$ cat src/rtl/alu_secuencial.sv
// Registered ALU with start/busy/done handshake: single-cycle arithmetic/logic,
// bit-serial left shift and iterative shift-add unsigned multiply.
module alu_secuencial #(
    parameter int n = 32
) (
    input  logic         clk,
    input  logic         rst_n,
    input  logic         inicio,
    input  logic [n-1:0] entrada1,
    input  logic [n-1:0] entrada2,
    input  logic [2:0]   alucontrol,
    output logic         ocupado,
    output logic         listo,
    output logic [n-1:0] resultado,
    output logic         carry,
    output logic         cero,
    output logic         negativo,
    output logic         desbordamiento
);

    localparam int cw = $clog2(n);

    localparam logic [2:0] OP_SUMA  = 3'b000;
    localparam logic [2:0] OP_RESTA = 3'b001;
    localparam logic [2:0] OP_AND   = 3'b010;
    localparam logic [2:0] OP_OR    = 3'b011;
    localparam logic [2:0] OP_XOR   = 3'b100;
    localparam logic [2:0] OP_SLT   = 3'b101;
    localparam logic [2:0] OP_SLL   = 3'b110;
    localparam logic [2:0] OP_MUL   = 3'b111;

    typedef enum logic {INACTIVO, CALCULO} estado_t;

    estado_t        estado;
    logic [cw-1:0]  contador;
    logic [cw-1:0]  carga_contador;
    logic [n-1:0]   op_a;
    logic [n-1:0]   op_b;
    logic [2:0]     op_sel;
    logic [n-1:0]   desplazado;
    logic [n-1:0]   desp_sig;
    logic [2*n-1:0] acumulador;
    logic [2*n-1:0] acum_sig;
    logic [n:0]     parcial;
    logic [n:0]     suma_ext;
    logic [n-1:0]   resta;
    logic [n-1:0]   res_sig;
    logic           carry_sig;
    logic           desb_sig;

    // Cycles left after acceptance, minus one: the completion edge is where it reads zero.
    always_comb begin
        carga_contador = '0;
        case (alucontrol)
            OP_SLL:  carga_contador = (entrada2[cw-1:0] == '0) ? '0 : entrada2[cw-1:0] - cw'(1);
            OP_MUL:  carga_contador = cw'(n - 1);
            default: carga_contador = '0;
        endcase
    end

    always_comb begin
        suma_ext  = {1'b0, op_a} + {1'b0, op_b};
        resta     = op_a - op_b;
        parcial   = {1'b0, acumulador[2*n-1:n]} + {1'b0, (acumulador[0] ? op_a : {n{1'b0}})};
        acum_sig  = {parcial, acumulador[n-1:1]};
        desp_sig  = (op_b[cw-1:0] == '0) ? desplazado : (desplazado << 1);
        res_sig   = '0;
        carry_sig = 1'b0;
        desb_sig  = 1'b0;
        case (op_sel)
            OP_SUMA: begin
                res_sig   = suma_ext[n-1:0];
                carry_sig = suma_ext[n];
                desb_sig  = (op_a[n-1] == op_b[n-1]) && (suma_ext[n-1] != op_a[n-1]);
            end
            OP_RESTA: begin
                res_sig   = resta;
                carry_sig = (op_a >= op_b);
                desb_sig  = (op_a[n-1] != op_b[n-1]) && (resta[n-1] != op_a[n-1]);
            end
            OP_AND:  res_sig = op_a & op_b;
            OP_OR:   res_sig = op_a | op_b;
            OP_XOR:  res_sig = op_a ^ op_b;
            OP_SLT:  res_sig = {{(n-1){1'b0}}, ($signed(op_a) < $signed(op_b))};
            OP_SLL:  res_sig = desp_sig;
            OP_MUL: begin
                res_sig   = acum_sig[n-1:0];
                carry_sig = |acum_sig[2*n-1:n];
            end
            default: res_sig = '0;
        endcase
    end

    // Shift and multiply datapaths advance every busy cycle; only the selected one is reported.
    always_ff @(posedge clk or negedge rst_n) begin
        if (!rst_n) begin
            estado         <= INACTIVO;
            contador       <= '0;
            op_a           <= '0;
            op_b           <= '0;
            op_sel         <= OP_SUMA;
            desplazado     <= '0;
            acumulador     <= '0;
            ocupado        <= 1'b0;
            listo          <= 1'b0;
            resultado      <= '0;
            carry          <= 1'b0;
            cero           <= 1'b1;
            negativo       <= 1'b0;
            desbordamiento <= 1'b0;
        end else begin
            listo <= 1'b0;
            case (estado)
                INACTIVO: begin
                    if (inicio) begin
                        op_a       <= entrada1;
                        op_b       <= entrada2;
                        op_sel     <= alucontrol;
                        desplazado <= entrada1;
                        acumulador <= {{n{1'b0}}, entrada2};
                        contador   <= carga_contador;
                        ocupado    <= 1'b1;
                        estado     <= CALCULO;
                    end
                end
                CALCULO: begin
                    desplazado <= desp_sig;
                    acumulador <= acum_sig;
                    if (contador == '0) begin
                        resultado      <= res_sig;
                        carry          <= carry_sig;
                        desbordamiento <= desb_sig;
                        cero           <= (res_sig == '0);
                        negativo       <= res_sig[n-1];
                        listo          <= 1'b1;
                        ocupado        <= 1'b0;
                        estado         <= INACTIVO;
                    end else begin
                        contador <= contador - cw'(1);
                    end
                end
                default: estado <= INACTIVO;
            endcase
        end
    end

endmodule

$ cat config.mk
export PLATFORM = sky130hd
export DESIGN_NAME = alu_secuencial
export DESIGN_NICKNAME = d
export VERILOG_FILES = /design/src/rtl/alu_secuencial.sv
export SDC_FILE = /design/constraint.sdc
export NUM_CORES = 1
export LEC_CHECK = 0
export BUFFER_PORTS_ARGS = -buffer_cell sky130_fd_sc_hd__buf_2
export CAP_MARGIN = 30
export CORE_MARGIN = 2
export CORE_UTILIZATION = 30
export CTS_BUF_LIST = sky130_fd_sc_hd__clkbuf_4
export DETAILED_ROUTE_END_ITERATION = 10
export SKIP_LAST_GASP = 1
export SYNTH_ARGS = -nofsm -noshare
export SYNTH_HDL_FRONTEND = slang
export SYNTH_SLANG_ARGS = --single-unit
$ cat constraint.sdc
create_clock -name clk -period 6.53 [get_ports clk]
set_input_delay 0.3265 -clock clk [delete_from_list [all_inputs] [get_ports clk]]
set_output_delay 0.3265 -clock clk [all_outputs]
set_load 0.05 [all_outputs]
==> results_dict.tcl <==
set metrics [dict create \
    routed_wirelength_um 67390 \
    drive_above_1_share 0.1236 \
    status "finished clean" \
    hold_viol_final 0 \
    core_area_um2 55310 \
    drt-initial-drc-count 1736 \
    tns_ns 0 \
    cts_made_buffers 59 \
    min_period_ns 4.634 \
    synthAdderAreaFrac 0.1007 \
    dieArea_um2 58150 \
    synth_compound_area_frac 0.2825 \
    synth_area_um2 16870 \
    regToRegEndpoint "cero" \
    insertion_delay_ns 0.85 \
    synthSimpleGateAreaFrac 0.1918 \
    synth_top_family_by_area "compound AO/OA/AOI/OAI gates" \
    first_global_vias 16830 \
    endpoint_kind "flop" \
    cts-resized-gates 0 \
    worstMarginPinSlew_ns 1.112 \
    portBuffers 107 \
    synth.distinct_cells 100 \
    place.gp.congestion 0.9557 \
    cp.required_ns 7.25 \
    num_vias 17160 \
    final_common_cell "nand2_1" \
    syn-num-nets 2312 \
    seq_area_frac_synth 0.3056 \
    r2r_cells 13 \
    rsz0062_at_grt "false" \
    synth_top_area_cell "dfrtp_1" \
    clock-sinks 206 \
    postCtsSetupRepairBufs 0 \
    critPathTopFamily "simple AND/OR/NAND/NOR gates" \
    grt_usage 0.2304 \
    grt_max_degree 135 \
    clkTransAtPathRegs_ns 0.07 \
    cts_tree "done" \
    antenna_found_initial 2 \
    area.growth.synth_to_final_pct 15.47 \
    initial_core_util 0.3050 \
    crit_slowest_cell "ha_1" \
    rrSetupSlack_ns 1.90 \
    worstHoldPathType "input pin to asynchronous set/reset pin" \
    synth-main-ff-cell "dfrtp_1" \
    final_area_um2 19480 \
    synth_enable_flop_cells 0 \
    pin_count 108 \
    async_flop_share 1.000 \
    worstPathCellList "inv_1 > ha_1 > nor2b_1 > o31ai_2 > a21oi_1 > nor3b_2 > o21ai_0 > a2111oi_0 > nand4b_1 > nor4_1 > nand4_1 > nor4_1 > a22o_1" \
    synth_top_area_share 0.3041 \
    yosys_warnings 0 \
    via_per_inst 5.657 \
    fmax_mhz 215.8 \
    dieHeight_um 241.1 \
    setup_violations 0 \
    synth.area.mux_share 0.03812 \
    path_buf_inv 1 \
    route.antenna.remaining_nets 0 \
    synth_cells 2108 \
    cp-start-kind "flop" \
    wl_per_cell_um 22.22 \
    final_nets 2440 \
    arrival_ns 5.36 \
    fin_crit_sh 0.7097 \
    cap_violations 0 \
    critical_path_class "flop to flop" \
    die-width_um 241.1 \
    syn_avg_cell_area_um2 8.003 \
    rows 86 \
    r2r_start "op_b[3]" \
    synth-xor-area-share 0.02077 \
    cts-root-buf "clkbuf_4" \
    dr.pass1.iters 8 \
    clock_path_buffers 3 \
    placed_cell_area_um2 18030 \
    layout_common_cells "274 x nand2_1, 212 x o21ai_0, 203 x dfrtp_1, 155 x nor2_1, 146 x a21oi_1" \
    critPathMostFrequentCell "nor4_1" \
    skew_ns 0.07868 \
    drv_slew 0 \
    synth_area_leaders "dfrtp_1 30%, ha_1 9.7%, o21ai_0 6.3%" \
    slowest_delay_ns 0.59 \
    slew_headroom 0.2560 \
    route.detailed.drc 0 \
    hpwl_um 50440 \
    grt_pass1_wl_um 102500 \
    critPathMaxFanout 12 \
    htree_levels 2 \
    synth_seq_cells 206 \
    overflow 0 \
]
==> synth_stat cells (5+ instances only) <==
| master | number |
|---|---|
| a211o_1 | 10 |
| a211oi_1 | 17 |
| a21o_1 | 26 |
| a21oi_1 | 147 |
| a221o_1 | 9 |
| a22o_1 | 31 |
| a22oi_1 | 21 |
| a31oi_1 | 18 |
| and2_1 | 41 |
| and3_1 | 13 |
| buf_1 | 19 |
| buf_2 | 19 |
| clkbuf_1 | 87 |
| dfrtp_1 | 205 |
| ha_1 | 131 |
| inv_1 | 127 |
| mux2_2 | 10 |
| mux2i_1 | 53 |
| nand2_1 | 274 |
| nand2b_1 | 17 |
| nand3_1 | 49 |
| nand4_1 | 19 |
| nor2_1 | 156 |
| nor2b_1 | 23 |
| nor3_1 | 32 |
| nor4_1 | 21 |
| o2111ai_1 | 9 |
| o211a_1 | 7 |
| o211ai_1 | 19 |
| o21a_1 | 11 |
| o21ai_0 | 212 |
| o21ai_1 | 6 |
| o21bai_1 | 18 |
| o221ai_1 | 30 |
| o22ai_1 | 38 |
| o2bb2ai_1 | 5 |
| o31ai_1 | 13 |
| or2_2 | 10 |
| or3_1 | 7 |
| xnor2_1 | 28 |
| xor2_1 | 12 |
==> state kept, by name (all words and copies together), names as in the netlist, 3 cells and up <==
name / cells
op_b: 32
op_sel: 3
resultado: 32
desplazado: 32
acumulador: 64
contador: 5
op_a: 32
==> worst reg2reg max path, delay by kind of cell, from the launching register on <==
kind	cells	cell delay, ns
AND/OR/NAND/NOR	6	1.65
AO/OA/AOI/OAI	5	1.50
adder cells (fa/ha/maj)	1	0.59
flip-flops	1	0.49
buffers and inverters	1	0.26
==> metrics by stage <==
stage / hold WS, ns / utilization / instances / setup slack (ns)
after floorplan: 0.03091 / - / 2108 / 3.079
after detailed placement: 0.4633 / 0.3260 / 2854 / 1.942
after CTS: 0.1869 / 0.3518 / 3028 / 1.906
final: 0.1567 / 0.3522 / 3033 / 1.896
after global routing: 0.2052 / 0.3522 / 3032 / 1.569
after global placement: 0.4580 / 0.3255 / 2853 / 1.901
==> kinds of logic (layout without fill, tap and decap cells) <==
group / Yosys count / count (layout)
muxes: 63 / 63
xor gates and xnor gates: 40 / 40
AOI/OAI and AO/OA: 716 / 716
adders and majority gates: 134 / 134
and+or+nand+nor: 690 / 690
DFF: 206 / 206
other: 0 / 4
buffers and inverters: 259 / 432
==> cell type report <==
class	count	area, um2
inverters	129	484.2
diodes	4	10.01
flip-flops and latches	206	5159
clock inverters	20	96.34
repair buffers	197	1431
multi-input cells	1643	10720
clock buffers	86	645.6
fillers	5882	35830
well taps	748	935.9
==> worst max-delay path by stage <==
stage	from	to	slack, ns	cells after the start
3_3_place_gp	acumulador[0]	carry	1.90	15
5_1_grt	acumulador[0]	carry	1.57	15
2_1_floorplan	acumulador[0]	carry	3.08	14
4_1_cts	acumulador[0]	carry	1.91	15
6_report	op_b[3]	cero	1.90	13
3_5_place_dp	acumulador[0]	carry	1.94	15
==> layer usage <==
metal / vias up / routed length [um] / GRT usage
li1: 7919 / - / -
met1: 8342 / 28930 / 0.3049
met2: 747 / 31160 / 0.3773
met3: 149 / 4688 / 0.03466
met4: 0 / 2611 / 0.09016
met5: - / 0 / 0
==> repair_timing <==
item / in CTS / in global routing
hold buffers: 68 / 0
hold endpoints to repair: 250 / 0
setup endpoints to repair: 0 / 0
Power is left out: the tool's default activity adds up to more than one toggle a clock period on the data nets, which glitch-free logic cannot reach.
